`config.mk`:
```
export PLATFORM = sky130hd
export DESIGN_NAME = c3aibadapt_sr_ctrl
export DESIGN_NICKNAME = d
export VERILOG_FILES = /design/src/rtl/c3aibadapt_sr_pkg.sv /design/src/rtl/c3aibadapt_sr_ctrl_cnt.sv /design/src/rtl/c3aibadapt_sr_ctrl.sv
export SDC_FILE = /design/constraint.sdc
export NUM_CORES = 1
export LEC_CHECK = 0
export CAP_MARGIN = 30
export CORE_MARGIN = 1.5
export CORE_UTILIZATION = 45
export DETAILED_ROUTE_END_ITERATION = 8
export GPL_ROUTABILITY_DRIVEN = 1
export PLACE_DENSITY = 0.72
export RECOVER_POWER = 25
export SLEW_MARGIN = 20
export SYNTH_ARGS = -nofsm -noshare
export SYNTH_HDL_FRONTEND = slang
export SYNTH_SLANG_ARGS = --single-unit
```
`constraint.sdc`:
```
create_clock -name clk -period 2.7 [get_ports clk]
set_input_delay 0.27 -clock clk [delete_from_list [all_inputs] [get_ports clk]]
set_output_delay 0.27 -clock clk [all_outputs]
set_load 0.005 [all_outputs]
```
`src/rtl/c3aibadapt_sr_pkg.sv`:
```
// Shared definitions for the adapter shift-register chain sequencer.
//   sr_state_e  : sequencer FSM encoding (IDLE/LOAD/SHIFT/GAP)
//   *_DEF       : default chain length, counter width and inter-frame gap
//   FRMCNT_W    : width of the optional completed-frame counter
package c3aibadapt_sr_pkg;

  typedef enum logic [1:0] {
    ST_IDLE  = 2'b00,
    ST_LOAD  = 2'b01,
    ST_SHIFT = 2'b10,
    ST_GAP   = 2'b11
  } sr_state_e;

  localparam int unsigned SR_LEN_DEF  = 64;
  localparam int unsigned CNT_W_DEF   = 7;
  localparam int unsigned GAP_CYC_DEF = 2;
  localparam int unsigned FRMCNT_W    = 16;

endpackage

```
`src/rtl/c3aibadapt_sr_ctrl_cnt.sv`:
```
// Loadable up/down counter shared by the sequencer for the bit index (up)
// and the inter-frame gap (down).
// Ports:
//   clk, rst_n : clock, asynchronous active-low reset (count resets to 0)
//   i_ld       : load i_ld_val (highest priority)
//   i_inc      : increment by one
//   i_dec      : decrement by one (lowest priority)
//   o_cnt      : current count
module c3aibadapt_sr_ctrl_cnt #(
  parameter int unsigned W = 7
) (
  input  logic         clk,
  input  logic         rst_n,
  input  logic         i_ld,
  input  logic [W-1:0] i_ld_val,
  input  logic         i_inc,
  input  logic         i_dec,
  output logic [W-1:0] o_cnt
);

  logic [W-1:0] r_cnt;

  always_ff @(posedge clk or negedge rst_n) begin
    if (!rst_n) begin
      r_cnt <= '0;
    end else if (i_ld) begin
      r_cnt <= i_ld_val;
    end else if (i_inc) begin
      r_cnt <= r_cnt + W'(1);
    end else if (i_dec) begin
      r_cnt <= r_cnt - W'(1);
    end
  end

  assign o_cnt = r_cnt;

endmodule

```
`src/rtl/c3aibadapt_sr_ctrl.sv`:
```
// Sequencer for the adapter serial shift-register chain. Drives the chain's
// common load select and frames each capture-then-shift transfer of SR_LEN
// bits, in single-shot (sr_req/sr_ack) or continuous (sr_cont) operation.
// Optional feature macro: C3AIBADAPT_SR_CTRL_FRMCNT_EN adds a 16-bit
// completed-frame counter (sr_frame_cnt) with synchronous clear.
// Ports:
//   clk, rst_n       : chain clock; asynchronous active-low reset
//   sr_req           : level request for one frame
//   sr_cont          : continuous mode, sampled at the last bit of each frame
//   sr_load          : 1 = chain captures parallel data, 0 = chain shifts
//   sr_busy          : high in LOAD/SHIFT/GAP
//   sr_sout_vld      : chain serial output carries a valid frame bit
//   sr_bit_idx       : index of the bit on the serial output
//   sr_frame_start   : one-cycle pulse in the LOAD cycle
//   sr_ack           : one-cycle pulse in the cycle after the last SHIFT
//   sr_frame_cnt_clr : (feature) synchronous clear of the frame counter
//   sr_frame_cnt     : (feature) completed-frame count, wraps at 0xFFFF
module c3aibadapt_sr_ctrl
  import c3aibadapt_sr_pkg::*;
#(
  parameter int unsigned SR_LEN  = SR_LEN_DEF,
  parameter int unsigned CNT_W   = CNT_W_DEF,
  parameter int unsigned GAP_CYC = GAP_CYC_DEF
) (
  input  logic                clk,
  input  logic                rst_n,
  input  logic                sr_req,
  input  logic                sr_cont,
`ifdef C3AIBADAPT_SR_CTRL_FRMCNT_EN
  input  logic                sr_frame_cnt_clr,
  output logic [FRMCNT_W-1:0] sr_frame_cnt,
`endif
  output logic                sr_load,
  output logic                sr_busy,
  output logic                sr_sout_vld,
  output logic [CNT_W-1:0]    sr_bit_idx,
  output logic                sr_frame_start,
  output logic                sr_ack
);

  // The shared counter must also hold the gap count (up to 15).
  localparam int unsigned CW = (CNT_W > 4) ? CNT_W : 4;
  localparam logic [CW-1:0] LAST_IDX = CW'(SR_LEN - 1);
  localparam logic [CW-1:0] GAP_LD   = CW'((GAP_CYC > 0) ? GAP_CYC - 1 : 0);

  sr_state_e       r_state;
  sr_state_e       w_state_nxt;
  logic            r_ack;
  logic [CW-1:0]   w_cnt;
  logic            w_cnt_ld;
  logic [CW-1:0]   w_cnt_ld_val;
  logic            w_cnt_inc;
  logic            w_cnt_dec;
  logic            w_last;

  c3aibadapt_sr_ctrl_cnt #(
    .W (CW)
  ) u_cnt (
    .clk      (clk),
    .rst_n    (rst_n),
    .i_ld     (w_cnt_ld),
    .i_ld_val (w_cnt_ld_val),
    .i_inc    (w_cnt_inc),
    .i_dec    (w_cnt_dec),
    .o_cnt    (w_cnt)
  );

  assign w_last = (w_cnt == LAST_IDX);

  always_ff @(posedge clk or negedge rst_n) begin
    if (!rst_n) begin
      r_state <= ST_IDLE;
      r_ack   <= 1'b0;
    end else begin
      r_state <= w_state_nxt;
      r_ack   <= (r_state == ST_SHIFT) && w_last;
    end
  end

  always_comb begin
    w_state_nxt    = r_state;
    w_cnt_ld       = 1'b0;
    w_cnt_ld_val   = '0;
    w_cnt_inc      = 1'b0;
    w_cnt_dec      = 1'b0;
    sr_load        = 1'b1;
    sr_busy        = 1'b1;
    sr_sout_vld    = 1'b0;
    sr_frame_start = 1'b0;
    unique case (r_state)
      ST_IDLE: begin
        sr_busy  = 1'b0;
        w_cnt_ld = 1'b1;
        if (sr_req) begin
          w_state_nxt = ST_LOAD;
        end
      end
      ST_LOAD: begin
        sr_frame_start = 1'b1;
        w_cnt_ld       = 1'b1;
        w_state_nxt    = ST_SHIFT;
      end
      ST_SHIFT: begin
        sr_load     = 1'b0;
        sr_sout_vld = 1'b1;
        if (w_last) begin
          w_cnt_ld = 1'b1;
          if (sr_cont && (GAP_CYC > 0)) begin
            w_cnt_ld_val = GAP_LD;
            w_state_nxt  = ST_GAP;
          end else if (sr_cont) begin
            w_state_nxt = ST_LOAD;
          end else begin
            w_state_nxt = ST_IDLE;
          end
        end else begin
          w_cnt_inc = 1'b1;
        end
      end
      ST_GAP: begin
        // Counter was loaded with GAP_CYC-1 and counts down to 0.
        if (w_cnt == '0) begin
          w_cnt_ld    = 1'b1;
          w_state_nxt = (sr_cont || sr_req) ? ST_LOAD : ST_IDLE;
        end else begin
          w_cnt_dec = 1'b1;
        end
      end
      default: begin
        w_state_nxt = ST_IDLE;
      end
    endcase
  end

  assign sr_bit_idx = (r_state == ST_SHIFT) ? w_cnt[CNT_W-1:0] : '0;
  assign sr_ack     = r_ack;

`ifdef C3AIBADAPT_SR_CTRL_FRMCNT_EN
  logic [FRMCNT_W-1:0] r_frame_cnt;

  always_ff @(posedge clk or negedge rst_n) begin
    if (!rst_n) begin
      r_frame_cnt <= '0;
    end else if (sr_frame_cnt_clr) begin
      r_frame_cnt <= '0;
    end else if (r_ack) begin
      r_frame_cnt <= r_frame_cnt + FRMCNT_W'(1);
    end
  end

  assign sr_frame_cnt = r_frame_cnt;
`endif

endmodule

```
==> impl_metrics.ini <==
[sta]
timing.final.crit_period_ns = 2.199
finalWorstSetupSlack_ns = 0.5012
final.setup_skew_ns = 0.003866
rsz0062_at_grt = no
worstMarginPinSlew_ns = 0.4671
finalMaxSlewViolations = 0
timing.final.hold_violations = 0
timing.slew.headroom_pct = 68.76
max_clock_freq_mhz = 454.8
finalCritPeriodShare_pct = 81.44
fin_setup_tns_ns = 0
final_report_setup_violation_count = 0

[critical_path]
critical_path_peak_fanout = 7
required_ns = 2.90
worstSetupEndpointType = flip-flop
setup.worst_path.start_class = flip-flop
cp_slowest_stage_delay_ns = 0.42
path_common_cell = a21oi_1
crit_type = reg2reg
critical_path_cell_sequence = nand4b_1 > o21ai_0 > buf_4 > ha_1 > a21oi_1 > a21oi_1 > o211ai_1 > nor3b_1
timing.critical_path.arrival_ns = 2.40
cpMaxStageDelayCell = dfrtp_1

[yosys]
number_of_library_cell_types_mapped_by_synthesis = 32
synth_top_area_share_pct = 34.31
post_synthesis_cells = 82
post-synth-top-area-cell = dfrtp_1
yosys-top-cells-area = dfrtp_1 34%, ha_1 12%, nand2_1 4.6%, a21oi_1 4.1%, nor2_1 4.1%
syn_area_um2 = 729.5
yosys_register_bits = 10
yosysWarningCount = 0
synth-seq-area-share_pct = 34.31
synthesis.nets = 94
syn_area_per_cell_um2 = 8.896

[finish]
n_fill_cell = 133
final_layout_size_suffix_gt1_share_pct = 11.76
syn2layout_area_growth_pct = 29.33
final_area_um2 = 943.4
final-seq-area_um2 = 250.2
antennaDiodeCount = 0
multi_input_area_um2 = 437.9
final_nets = 115

[die]
die_width_um = 43.26
num_rows = 14
die_area_mm2 = 0.001871
dieHeight_um = 43.26
core_area_mm2 = 0.001506
io_pins = 16
initial_core_util_pct = 48.42

[place]
hpwlAfterDp_mm = 1.208
pre_cts_ws_ns = 0.5322
routabilityCongestion = 0.8002
dpl_cell_area_um2 = 907.1
port_buffers = 15

[drt]
drt-vias-per-instance = 5.475
drt_wl_total_mm = 1.561
via_count = 646
drtAntennaViolNets = 0
first_iter_violations = 17
drcViolationCount = 0
detail_route.wl_per_cell_um = 13.23
drtPass1Iterations = 4

[pwr]
p_leak_nw = 0.4552
vdd.ir_drop.worst_mv = 0.3058
power-per-cell-area_mw_per_mm2 = 320.7
total_power_uw = 302.6

[cts]
clk_pin_slew_ns = 0.07
holdBufCountCts = 0
cts_max_level = 1
clk_root_buffer_cell = clkbuf_4
post-cts-setup-buffer-count = 0
max-clock-path-buffers = 2
cts_resized = 0
tritoncts.num_buffers = 3
clkLatencyLatePin_ns = 0.29
cts_tree = done
clock_sink_count = 10

[outcome]
outcome = finished clean

[global_route]
antenna_found_initial = 0
grt_use_total_pct = 21.07
grt_max_degree = 11
grt_pass1_vias = 649
grt_pass1_wl_mm = 2.780
global_route.overflow_total = 0

[worst_hold_path]
hold_class = in2async

[run]
cap_viol_max_count = 0
==> sequential cells by signal, indices dropped and copies added, names as in the netlist <==
| signal | cells |
|---|---|
| r_state | 2 |
| u_cnt.o_cnt | 7 |
| sr_ack | 1 |
==> logic make-up after synthesis <==
kind of cell,Yosys count,share of synthesized area (%)
AND/OR/NAND/NOR,38,29.16
XOR/XNOR,2,2.402
adder cells (fa/ha/maj),8,14.75
AO/OA/AOI/OAI,16,13.72
buffers and inverters,8,5.660
flip-flops,10,34.31
==> worst max-delay path, delay by kind of cell, from the launching register on <==
kind | cells | cell delay [ns]
buffers and inverters | 1 | 0.21
AO/OA/AOI/OAI | 4 | 0.75
flip-flops | 1 | 0.42
adder cells (fa/ha/maj) | 1 | 0.28
AND/OR/NAND/NOR | 2 | 0.45
==> report_power, final <==
| part | switching (mW) | total [mW] | internal, mW |
|---|---|---|---|
| combinational | 0.00393 | 0.00796 | 0.00403 |
| clock | 0.0627 | 0.145 | 0.0823 |
| sequential | 0 | 0.150 | 0.150 |
==> synthesized netlist by cell type <==
master and count:
ha_1 7, or3_1 1, nor3_1 3, inv_8 1, a21oi_1 6, inv_1 6, or2_2 1, nand3_2 1
buf_4 1, xor2_1 1, o21a_1 1, a311o_1 1, nor2b_1 2, nand4b_1 1, o211ai_1 2, nor4_2 1
and3_1 1, dfrtp_1 10, nand3_1 2, and2_1 3, nor2_1 8, fa_1 1, and2_2 1, nand3b_1 1
nor3b_1 2, a211oi_1 1, a21o_1 2, o21ai_1 1, nand2_1 9, nand4_2 1, xnor2_1 1, o21ai_0 2
==> path summary, 6_finish.rpt <==
kind	from	to	slack (ns)	cells after the start
setup reg to reg	u_cnt.o_cnt[6]$_DFFE_PN0P_	u_cnt.o_cnt[6]$_DFFE_PN0P_	0.50	8
hold reg to reg	u_cnt.o_cnt[0]$_DFFE_PN0P_	u_cnt.o_cnt[0]$_DFFE_PN0P_	0.53	1
max in group asynchronous	rst_n	u_cnt.o_cnt[2]$_DFFE_PN0P_	2.01	1
setup / recovery	u_cnt.o_cnt[6]$_DFFE_PN0P_	u_cnt.o_cnt[6]$_DFFE_PN0P_	0.50	8
min in group clk	u_cnt.o_cnt[0]$_DFFE_PN0P_	u_cnt.o_cnt[0]$_DFFE_PN0P_	0.53	1
hold / removal	rst_n	u_cnt.o_cnt[5]$_DFFE_PN0P_	0.37	1
==> per-stage QoR <==
stage | hold slack, ns | util [%] | std cells
after global routing | 0.4128 | 62.62 | 118
after floorplan | -0.02559 | - | 82
after detailed placement | 0.5241 | 60.22 | 114
after global placement | 0.5432 | 60.22 | 114
final | 0.3690 | 62.62 | 118
after CTS | 0.3285 | 62.62 | 118
==> area by class of cell <==
class / count / area share (%)
inverters: 7 / 3.581
flip-flops and latches: 10 / 26.53
clock buffers: 4 / 3.846
multi-input cells: 64 / 46.42
well taps: 16 / 2.122
repair buffers: 17 / 17.51
==> cell usage in the layout, fill, tap and decap left out, types with 2 or more instances in the layout <==
cell and n:
clkdlybuf4s50_1 14, dfrtp_1 10, nand2_1 9, nor2_1 8, ha_1 7, inv_1 6
a21oi_1 6, nor3_1 3, and2_1 3, clkbuf_4 3, nor2b_1 2, nand3_1 2
o21ai_0 2, nor3b_1 2, o211ai_1 2, a21o_1 2, buf_4 2
==> routing by layer <==
metal / global-route usage (%) / up-vias / share of wire (%)
met5: 0 / - / 0
met3: 7.660 / 5 / 4.4
met4: 13.33 / 0 / 2.9
li1: - / 328 / -
met2: 32.54 / 14 / 45
met1: 24.33 / 299 / 47
Power figures use the tool's default switching activity.
